===== src/rtl/ext_bus_pkg.sv =====
// Shared OBI bus types, address-map rule type and decode helpers for the
// external peripheral crossbar ext_obi_xbar_rr.
package ext_bus_pkg;

  typedef logic [31:0] addr_t;
  typedef logic [31:0] data_t;

  typedef struct packed {
    logic       req;
    addr_t      addr;
    logic       we;
    logic [3:0] be;
    data_t      wdata;
  } obi_req_t;

  typedef struct packed {
    logic  gnt;
    logic  rvalid;
    data_t rdata;
  } obi_resp_t;

  typedef struct packed {
    logic [31:0] idx;
    addr_t       start_addr;
    addr_t       end_addr;
  } rule_t;

  localparam data_t ERR_RDATA = 32'hBADACCE5;

  function automatic int unsigned idx_width(input int unsigned n);
    return (n > 1) ? $clog2(n) : 1;
  endfunction

  // Half-open window: start inclusive, end exclusive.
  function automatic logic rule_match(input rule_t r, input addr_t a);
    return (a >= r.start_addr) && (a < r.end_addr);
  endfunction

endpackage


===== src/rtl/ext_obi_rr_arbiter.sv =====
// Round-robin picker for one crossbar slave port; the pointer moves past the
// winner only when the slave actually grants.
module ext_obi_rr_arbiter #(
  parameter int unsigned N     = 2,
  parameter int unsigned IDX_W = 1
) (
  input  logic             clk_i,
  input  logic             rst_ni,
  input  logic [N-1:0]     i_req,
  input  logic             i_adv,
  output logic             o_valid,
  output logic [IDX_W-1:0] o_idx
);

  logic [IDX_W-1:0] r_ptr;
  logic             w_hi_valid, w_lo_valid;
  logic [IDX_W-1:0] w_hi_idx, w_lo_idx;

  // First requester at or above the pointer, else the first one from zero.
  always_comb begin
    w_hi_valid = 1'b0;
    w_lo_valid = 1'b0;
    w_hi_idx   = '0;
    w_lo_idx   = '0;
    for (int unsigned i = 0; i < N; i++) begin
      if (i_req[i] && !w_lo_valid) begin
        w_lo_valid = 1'b1;
        w_lo_idx   = IDX_W'(i);
      end
      if (i_req[i] && !w_hi_valid && (IDX_W'(i) >= r_ptr)) begin
        w_hi_valid = 1'b1;
        w_hi_idx   = IDX_W'(i);
      end
    end
  end

  assign o_valid = w_lo_valid;
  assign o_idx   = w_hi_valid ? w_hi_idx : w_lo_idx;

  always_ff @(posedge clk_i or negedge rst_ni) begin
    if (!rst_ni) begin
      r_ptr <= '0;
    end else if (i_adv) begin
      r_ptr <= (o_idx == IDX_W'(N - 1)) ? '0 : o_idx + IDX_W'(1);
    end
  end

endmodule


===== src/rtl/ext_obi_xbar_rr.sv =====
// N-master x M-slave OBI crossbar with per-slave round-robin, outstanding
// tracking and in-order response routing. Macro EXT_BUS_DECODE_ERR_EN adds an error slave.
module ext_obi_xbar_rr
  import ext_bus_pkg::*;
#(
  parameter  int unsigned NMASTER    = 7,
  parameter  int unsigned NSLAVE     = 2,
  parameter  int unsigned NUM_RULES  = 2,
  parameter  int unsigned MAX_OUTST  = 4,
  parameter  int unsigned SLV_FIFO_D = 4,
  localparam int unsigned MIDX_W     = idx_width(NMASTER),
  localparam int unsigned SIDX_W     = idx_width(NSLAVE)
) (
  input  logic                       clk_i,
  input  logic                       rst_ni,
  input  rule_t     [NUM_RULES-1:0]  addr_map_i,
  input  logic      [SIDX_W-1:0]     default_idx_i,
  input  obi_req_t  [NMASTER-1:0]    master_req_i,
  output obi_resp_t [NMASTER-1:0]    master_resp_o,
  output obi_req_t  [NSLAVE-1:0]     slave_req_o,
  input  obi_resp_t [NSLAVE-1:0]     slave_resp_i
);

`ifdef EXT_BUS_DECODE_ERR_EN
  localparam int unsigned NTGT = NSLAVE + 1;
`else
  localparam int unsigned NTGT = NSLAVE;
`endif
  localparam int unsigned TGT_W  = idx_width(NTGT);
  localparam int unsigned CNT_W  = idx_width(MAX_OUTST + 1);
  localparam int unsigned PTR_W  = idx_width(SLV_FIFO_D);
  localparam int unsigned FCNT_W = idx_width(SLV_FIFO_D + 1);

  logic [NMASTER-1:0][TGT_W-1:0] w_dec;
  logic [NMASTER-1:0]            w_elig;
  logic [NTGT-1:0][MIDX_W-1:0]   w_win, w_head;
  logic [NTGT-1:0][31:0]         w_tgt_rdata;
  logic [NTGT-1:0]               w_arb_valid, w_fwd, w_tgt_gnt, w_tgt_rvalid;
  logic [NTGT-1:0]               w_pop, w_empty, w_full;

  for (genvar m = 0; m < NMASTER; m++) begin : g_mst
    logic             w_hit, w_gnt, w_rvalid;
    logic [TGT_W-1:0] w_rule_tgt, r_cur;
    logic [CNT_W-1:0] r_cnt, w_eff_cnt;
    logic [31:0]      w_rdata;

    always_comb begin
      w_hit      = 1'b0;
      w_rule_tgt = '0;
      for (int unsigned r = 0; r < NUM_RULES; r++) begin
        if (!w_hit && (addr_map_i[r].idx < NSLAVE) &&
            rule_match(addr_map_i[r], master_req_i[m].addr)) begin
          w_hit      = 1'b1;
          w_rule_tgt = TGT_W'(addr_map_i[r].idx);
        end
      end
    end

`ifdef EXT_BUS_DECODE_ERR_EN
    assign w_dec[m] = w_hit ? w_rule_tgt : TGT_W'(NSLAVE);
`else
    assign w_dec[m] = w_hit ? w_rule_tgt : default_idx_i;
`endif

    // A response retiring this cycle already frees its slot, so a saturated
    // master can be re-granted in the same cycle.
    assign w_eff_cnt = r_cnt - CNT_W'(w_rvalid);
    assign w_elig[m] = master_req_i[m].req && (w_eff_cnt < CNT_W'(MAX_OUTST)) &&
                       ((w_eff_cnt == '0) || (w_dec[m] == r_cur));

    always_comb begin
      w_gnt    = 1'b0;
      w_rvalid = 1'b0;
      w_rdata  = '0;
      for (int unsigned t = 0; t < NTGT; t++) begin
        if (w_tgt_gnt[t] && (w_win[t] == MIDX_W'(m))) w_gnt = 1'b1;
        if (w_pop[t] && (w_head[t] == MIDX_W'(m))) begin
          w_rvalid = 1'b1;
          w_rdata  = w_tgt_rdata[t];
        end
      end
    end

    assign master_resp_o[m] = '{gnt: w_gnt, rvalid: w_rvalid, rdata: w_rdata};

    always_ff @(posedge clk_i or negedge rst_ni) begin
      if (!rst_ni) begin
        r_cnt <= '0;
        r_cur <= '0;
      end else begin
        if (w_gnt && !w_rvalid)      r_cnt <= r_cnt + CNT_W'(1);
        else if (!w_gnt && w_rvalid) r_cnt <= r_cnt - CNT_W'(1);
        if (w_gnt) r_cur <= w_dec[m];
      end
    end
  end

  for (genvar t = 0; t < NTGT; t++) begin : g_tgt
    logic [NMASTER-1:0] w_req;
    logic [MIDX_W-1:0]  r_mem [SLV_FIFO_D];
    logic [PTR_W-1:0]   r_wptr, r_rptr;
    logic [FCNT_W-1:0]  r_fcnt;

    always_comb begin
      w_req = '0;
      for (int unsigned m = 0; m < NMASTER; m++) begin
        w_req[m] = w_elig[m] && (w_dec[m] == TGT_W'(t));
      end
    end

    ext_obi_rr_arbiter #(
      .N     (NMASTER),
      .IDX_W (MIDX_W)
    ) u_arb (
      .clk_i   (clk_i),
      .rst_ni  (rst_ni),
      .i_req   (w_req),
      .i_adv   (w_tgt_gnt[t]),
      .o_valid (w_arb_valid[t]),
      .o_idx   (w_win[t])
    );

    assign w_empty[t] = (r_fcnt == '0);
    assign w_full[t]  = (r_fcnt == FCNT_W'(SLV_FIFO_D));
    assign w_pop[t]   = w_tgt_rvalid[t] && !w_empty[t];
    // A same-cycle pop frees the slot, so a full FIFO still accepts the push.
    assign w_fwd[t]   = w_arb_valid[t] && (!w_full[t] || w_pop[t]);
    assign w_head[t]  = r_mem[r_rptr];

    always_ff @(posedge clk_i) begin
      if (w_tgt_gnt[t]) r_mem[r_wptr] <= w_win[t];
    end

    always_ff @(posedge clk_i or negedge rst_ni) begin
      if (!rst_ni) begin
        r_wptr <= '0;
        r_rptr <= '0;
        r_fcnt <= '0;
      end else begin
        if (w_tgt_gnt[t]) r_wptr <= r_wptr + PTR_W'(1);
        if (w_pop[t])     r_rptr <= r_rptr + PTR_W'(1);
        if (w_tgt_gnt[t] && !w_pop[t])      r_fcnt <= r_fcnt + FCNT_W'(1);
        else if (!w_tgt_gnt[t] && w_pop[t]) r_fcnt <= r_fcnt - FCNT_W'(1);
      end
    end

`ifndef SYNTHESIS
    always_ff @(posedge clk_i) begin
      if (rst_ni) assert (!(w_tgt_rvalid[t] && w_empty[t]));
    end
`endif

    if (t < NSLAVE) begin : g_slv
      assign slave_req_o[t]  = w_fwd[t] ? master_req_i[w_win[t]] : '0;
      assign w_tgt_gnt[t]    = w_fwd[t] && slave_resp_i[t].gnt;
      assign w_tgt_rvalid[t] = slave_resp_i[t].rvalid;
      assign w_tgt_rdata[t]  = slave_resp_i[t].rdata;
    end else begin : g_err
      logic r_err_rvalid;
      always_ff @(posedge clk_i or negedge rst_ni) begin
        if (!rst_ni) r_err_rvalid <= 1'b0;
        else         r_err_rvalid <= w_fwd[t];
      end
      assign w_tgt_gnt[t]    = w_fwd[t];
      assign w_tgt_rvalid[t] = r_err_rvalid;
      assign w_tgt_rdata[t]  = ERR_RDATA;
    end
  end

endmodule

===== config.mk =====
export PLATFORM = sky130hd
export DESIGN_NAME = ext_obi_xbar_rr
export DESIGN_NICKNAME = d
export VERILOG_FILES = /design/src/rtl/ext_bus_pkg.sv /design/src/rtl/ext_obi_rr_arbiter.sv /design/src/rtl/ext_obi_xbar_rr.sv
export SDC_FILE = /design/constraint.sdc
export NUM_CORES = 2
export LEC_CHECK = 0
export CAP_MARGIN = 10
export CORE_AREA = 2 2 439 441
export CTS_CLUSTER_DIAMETER = 120
export DETAILED_ROUTE_END_ITERATION = 7
export DIE_AREA = 0 0 441 443
export SLEW_MARGIN = 10
export SYNTH_ARGS = -nofsm -noshare
export SYNTH_HDL_FRONTEND = slang
export SYNTH_SLANG_ARGS = --single-unit
export TNS_END_PERCENT = 1

===== constraint.sdc =====
create_clock -name clk_i -period 8.4 [get_ports clk_i]
set_clock_uncertainty 0.15 [all_clocks]
set_input_delay 0.84 -clock clk_i [delete_from_list [all_inputs] [get_ports clk_i]]
set_output_delay 0.84 -clock clk_i [all_outputs]
set_load 0.02 [all_outputs]

# Word level (Yosys, flattened, before mapping)
# Memories as Yosys holds them, arrays and structs flattened.
# Index checks and enable logic that the tools add are counted.
# word_totals
ff_bits	48
mem_bits_rw	24
in_bits	753
output_inout_bits	378
wordCells	546
memories	2
# memory_table
memory	words	width	rd	rd_clocked_by_memory_dff	wr	line	rtl
g_tgt[0].r_mem	4	3	1	0	1	ext_obi_xbar_rr.sv:100	logic [MIDX_W-1:0] r_mem [SLV_FIFO_D];
g_tgt[1].r_mem	4	3	1	0	1	ext_obi_xbar_rr.sv:100	
# op_classes
add_sub_neg	31
order_cmp	53
n_eq_ne	33
n_mux	161
bitwise	7
n_reduce_logical	237
# ops
op	count
32-bit greater-or-equal comparator	14
32-bit < comparator	14
32-bit 2-to-1 mux	14
70-bit binary-select mux with 3-bit select	2
70-bit 2-to-1 mux	4
1-bit logical AND	153
3-bit 2-to-1 mux	34
1-bit 2-to-1 mux	99
32-bit by 2-bit < comparator with 1-bit output, second input constant	2
1-bit zero test	53
3-bit equality test, second input constant	14
3-bit zero test	13
3-bit by 1-bit adder with 3-bit output, second input constant	11
3-bit by 1-bit subtractor with 3-bit output, second input constant	9
3-bit by 2-bit equality test with 1-bit output, second input constant	8
3-bit < comparator, second input constant	7
3-bit by 1-bit subtractor with 3-bit output	7
3-bit greater-or-equal comparator, first input constant	6
2-bit nonzero test	9
2-bit 2-to-1 mux	8
3-bit by 1-bit equality test with 1-bit output, second input constant	4
1-bit by 3-bit greater-or-equal comparator with 1-bit output, first input constant	4
2-bit by 3-bit greater-or-equal comparator with 1-bit output, first input constant	4
1-bit logical OR	9
other kinds (4)	20

# Logic depth before layout (Yosys ltp)
# depth
word_depth	48
ltp_mapped	32

# Hierarchy
# Synthesis repeated with hierarchy kept, for this count alone.
# hier_totals
cells_unflattened	4483
area_unflattened_um2	34832.2
# modules_own_cells
mod	instances	cells_per_inst	area_per_inst_um2	seq_area_each_um2
ext_obi_xbar_rr	1	4385	34066.4	1771.7
ext_obi_rr_arbiter	2	49	382.9	75.1

# Least setup slack after synthesis
# Ideal clock, no wire load.
# synth_timing
path_kind	register to register
startpoint	register g_tgt[1].r_rptr[0]
endpoint	register g_mst[3].r_cnt[1]
setup_time_ns	0.125
t_arrival_ns	6.040
t_required_ns	8.125
setup_slack_ns	2.085
path_stages_with_launch	31
synth_period_minus_slack_ns	6.315
path_cell_list	dfrtp_1 -> clkbuf_1 -> mux4_2 -> nor2b_1 -> and2_1 -> clkbuf_1 -> a21oi_1 -> clkbuf_1 -> inv_1 -> ha_1 -> ha_1 -> xnor2_1 -> nand2_1 -> a21o_1 -> a21oi_1 -> o21ai_1 -> o22ai_1 -> a2111oi_2 -> and4_1 -> buf_2 -> buf_4 -> nor2_1 -> buf_2 -> buf_2 -> nor2_1 -> ha_1 -> a22o_1 -> ha_1 -> inv_1 -> fa_1 -> mux2_2
# synth_lines
element	line	rtl
from (decl)	ext_obi_xbar_rr.sv:101	logic [PTR_W-1:0] r_wptr, r_rptr;
from (signal assigned)	ext_obi_xbar_rr.sv:141	if (w_pop[t]) r_rptr <= r_rptr + PTR_W'(1);
memory read 4 x 3 bit (*)	n/a	
3-bit by 2-bit equality test with 1-bit output (*)	ext_obi_xbar_rr.sv:77	if (w_pop[t] && (w_head[t] == MIDX_W'(m))) begin
1-bit logical AND (*)	ext_obi_xbar_rr.sv:77	
1-bit 2-to-1 mux (*)	ext_obi_xbar_rr.sv:77	
named net g_mst[2].w_rvalid	ext_obi_xbar_rr.sv:42	logic w_hit, w_gnt, w_rvalid;
3-bit by 1-bit subtractor with 3-bit output (*)	ext_obi_xbar_rr.sv:67	assign w_eff_cnt = r_cnt - CNT_W'(w_rvalid);
3-bit < comparator / 3-bit zero test (equally long branches)	ext_obi_xbar_rr.sv:68, ext_obi_xbar_rr.sv:69	
1-bit logical AND / 1-bit logical OR (equally long branches)	ext_obi_xbar_rr.sv:68, ext_obi_xbar_rr.sv:69	
[... 22 more ...]	n/a	
3-bit by 2-bit equality test with 1-bit output	ext_obi_xbar_rr.sv:76	if (w_tgt_gnt[t] && (w_win[t] == MIDX_W'(m))) w_gnt = 1'b1;
1-bit logical AND	ext_obi_xbar_rr.sv:76	
1-bit 2-to-1 mux	ext_obi_xbar_rr.sv:76	
1-bit 2-to-1 mux (*)	ext_obi_xbar_rr.sv:76	
named net g_mst[3].w_gnt	ext_obi_xbar_rr.sv:42	
1-bit zero test	ext_obi_xbar_rr.sv:92	else if (!w_gnt && w_rvalid) r_cnt <= r_cnt - CNT_W'(1);
1-bit logical AND	ext_obi_xbar_rr.sv:92	
2-bit nonzero test (no source line)	n/a	
to (signal assigned)	ext_obi_xbar_rr.sv:91	if (w_gnt && !w_rvalid) r_cnt <= r_cnt + CNT_W'(1);
to (signal assigned)	ext_obi_xbar_rr.sv:92	
to (decl)	ext_obi_xbar_rr.sv:44	logic [CNT_W-1:0] r_cnt, w_eff_cnt;
# Mark *: on every way through the listed nets, which the timed path passes. The rest lies on a longest branch.
# A chain may end at the register's enable or synchronous reset.

==> results.md <==
- The worst register-to-register path begins at g_tgt[0].r_rptr[0]$_DFFE_PN0P_.
- The minimum setup slack among reg-to-reg paths is 1.77 ns.
- Headroom to the max-slew limit came out at 21.8%.
- The final routed DRC violation total is 0.
- The number of port buffers is 1130.
- Clock latency on the worst-skew pair, taken at its later pin, is 0.34 ns.
- Including well taps, the total number of placed cells is 8856.
- The standby leakage power is 23.9 nW.
- TritonCTS built the clock tree.
- The critical path class is input port to output pin.
- ha_1 takes more of the synthesized area than any other cell.
- After layout, the worst path uses 98.9% of the clock period.
- For this run, the number of Yosys warnings is 0.
- The number of antenna violations at the first check in global routing is 45.
- Summed over all layers, the global routing overflow is 0.
- Dividing the detail-routed via count by the number of cells gives 5.66.
- The average routed wire per standard cell is 31.7 microns.
- The die is 443 microns tall.
- The global-route wire length before repair is 383000 microns.
- The final layout contains routed wiring with a total length of 282000 microns.
- The count of nets left with antenna violations once routing finished came out at 0.
- The floorplan die area is 195000 sq um.
- By instance count, the leading cell after synthesis is ha_1.
- For this run, the leading register cell type out of synthesis is dfrtp_1.
- The final estimated routing congestion in global placement is 1.04.
- The critical path startpoint category is an input port.
- The number of clock sinks is 72.
- The cell depth of the worst min-delay path is 1.
- The biggest fanout along the worst timing path is 26.
- Averaged over all synthesized cells, the footprint is 7.29 sq um.
- The total of endpoints with negative setup slack in the final report is 0.
- The flop and latch count out of synthesis is 72.
- At the worst endpoint, the required time is 7.41 ns.
- By count the netlist is led by 915 x ha_1, 679 x nand2_1, 613 x a21oi_1.
- The clock input transition at the sequential cells of the worst setup and hold paths is 0.06 ns.
- Excluding fillers, the count of instances in the completed layout stands at 8895.
- Entering global routing, the biggest net connects 54 pins.
- Pin placement for this block handled 1131 I/O pins.
- The placed instances occupy a cell area of 54700 sq um.
- The area added between synthesis and finish is 49.9%.
- The net count of the finished layout is 8021.
- The DRC marker count from the first detailed-route iteration is 6231.
- The share of post-route cells with drive strength above 1 is 12.9%.
- The number of unique standard cell types used by synthesis is 87.
- The number of cells on the worst reg-to-reg path is 24.
- Before antenna repair, the detailed router went through 7 iterations.
- The clock passes through at most 2 buffers.
- The final HPWL from detailed placement is 235000 microns.
- For this run, the top clock speed supported by timing is 120 MHz.
- Setup repair after global routing left no endpoint under its margin.
- The transition at the pin with the smallest max-transition slack is 1.16 ns.
- The data arrival time at the worst-slack endpoint is 7.32 ns.
- After synthesis, the share of flip-flops with an asynchronous set or reset is 66.7%.
- The power density over the cells is 398 nW/um^2.
- The post-layout minimum cycle time is 8.31 ns.
- The net count after synthesis is 6728.
- The instance count of the mapped netlist is 5051.
- Walking the worst path, the cells encountered are clkdlybuf4s50_1 > ha_1 > nand2b_1 > a31oi_1 > o31a_1 > a2111oi_0 > nor3_1 > or4b_1 > a31o_2 > a211oi_1 > o2111ai_1 > o211ai_1 > buf_12 > buf_4 > mux2_2 > a221oi_2 > nor3_1 > buf_4 > buf_12.
- The register area share after synthesis is 5.22%.
- The number of maximum-capacitance constraint violations is 0.
- The finished cells cover 55200 sq um.
- The capturing element type of the critical path is an output pin.
- The path with the worst hold slack has its endpoint at g_mst[3].r_cnt[2]$_DFFE_PN0P_.
- The endpoint of the most critical register-to-register path is g_mst[6].r_cnt[2]$_DFFE_PN0P_.
- The worst min-delay path class is flip-flop to flip-flop.
- The peak per-stage delay on the critical path is 0.71 ns.
- CTS placed an instance of clkbuf_16 at the clock tree root.
- The cell area after synthesis is 36800 sq um.
- The number of enable flip-flop cells after synthesis is 24.
- The via count of the first global-routing pass is 47670.
- In the global route stage, overall resource usage came out at 27.4%.
- The flow ran to the end, and the final reports show no timing, DRC or antenna violations.
- The number of levels in the clock H-tree is 3.
- The power consumption is 22.0 mW.
- The number of clock buffers added by TritonCTS is 9.
- Sorting the synthesized cells by area gives the leading types as ha_1 31%, a21oi_1 8.3%, nand2_1 6.9%.
- The final-report hold violation count came to 0.
- The slowest library cell on the worst path is clkdlybuf4s50_1.
- The total area inside the core boundary comes to 191000 sq um.
- In the final timing run, aggregate negative setup slack is 0 ns.
- The via total after detailed routing is 50341.
- The worst-case IR drop observed on VDD is 0.000293 V.
- The launch instance of the worst min-delay path is g_mst[3].r_cnt[2]$_DFFE_PN0P_.
- The initial core utilization is 19.3%.
- The share of the synthesized area in the top cell type is 31.1%.
- The width of the chip is 441 microns.
- The final count of pins violating max slew is 0.
- After clock tree synthesis, the flow added hold-fix buffers numbering 0.
- The placement row count is 161.
## state kept, by name, summed over array words and instances, names as in the netlist
signal	cells
g_mst.r_cnt	21
g_tgt.r_wptr	4
g_tgt.r_mem	24
g_tgt.r_fcnt	6
g_tgt.u_arb.r_ptr	6
g_tgt.r_rptr	4
g_mst.r_cur	7
## metal layers
metal | routed length (microns) | global-route usage (%)
met5 | 150 | 0
met2 | 124000 | 43.4
met4 | 18100 | 14.5
met1 | 113000 | 34.7
met3 | 26500 | 5.57
## critical path: cells and delay by family
kind	cells	cell delay (ns)
AOI/OAI and AO/OA	8	2.97
buffers and inverters	5	1.55
and+or+nand+nor	4	1.09
adders and majority gates	1	0.44
muxes	1	0.35
## report_power, final
part | leakage (nW) | internal (mW) | switching [mW]
Clock | 0.150 | 0.259 | 0.151
Combinational | 23.0 | 8.85 | 12.0
Sequential | 0.792 | 0.560 | 0.147
Total | 23.9 | 9.67 | 12.3
## cells in the final DEF, fill, tap and decap left out, types with 24 or more instances in the layout
cell type	n
a211oi_1	61
a21o_1	88
a21oi_1	605
a221oi_1	50
a22oi_1	26
a2bb2oi_1	32
a31o_1	50
a31oi_1	81
buf_12	120
buf_4	441
clkdlybuf4s50_1	1015
dfrtp_1	48
edfxtp_1	24
ha_1	915
inv_1	206
mux2_2	160
mux2i_1	57
nand2_1	676
nand3_1	337
nand4_1	111
nor2_1	129
nor2b_1	26
nor3_1	79
nor4_1	28
o211a_1	61
o211ai_1	34
o21a_1	27
o21ai_0	344
o21ai_1	46
o22ai_1	47
## worst max path at each step
stage / startpoint / end / slack [ns] / depth (start not counted)
after floorplan: g_tgt[1].r_rptr[0]$_DFFE_PN0P_ / g_mst[3].r_cnt[1]$_DFFE_PN0P_ / 2.09 / 30
after global placement: addr_map_i[41] / slave_req_o[70] / -0.41 / 23
after detailed placement: addr_map_i[41] / slave_req_o[70] / -0.39 / 23
after CTS: addr_map_i[41] / slave_req_o[102] / -0.08 / 23
after global routing: addr_map_i[32] / slave_req_o[85] / 0.02 / 23
final: addr_map_i[128] / slave_req_o[85] / 0.09 / 19
## per-stage QoR
stage                     util, %  hold WS, ns  setup slack, ns
after floorplan                 -        0.306             2.09
after global placement       28.6        0.324           -0.411
after detailed placement     28.6        0.329           -0.386
after CTS                    28.8        0.340          -0.0760
after global routing         28.9        0.348           0.0158
final                        28.9        0.333           0.0906
## repair_timing
item | CTS | global route
setup buffers | 0 | 3
setup endpoints to repair | 10 | 20
gates resized for setup | 5 | 10
pin swaps | 1 | 1
## area by class of cell
class,instances,area [sq um]
diodes,20,50.0
fillers,20526,136000
clock inverters,6,85.1
inverters,211,802
flip-flops and latches,72,1920
clock buffers,10,229
multi-input cells,4472,33000
repair buffers,1578,15900
well taps,2526,3160
## logic make-up after synthesis
group	synth area share, %
multiplexers	6.81
flip-flops	5.22
buffers and inverters	5.61
AND/OR/NAND/NOR	19.2
AO/OA/AOI/OAI	30.6
adder cells (fa/ha/maj)	31.6
XOR/XNOR	0.952
Note: power is estimated with default switching activity, not from simulation.
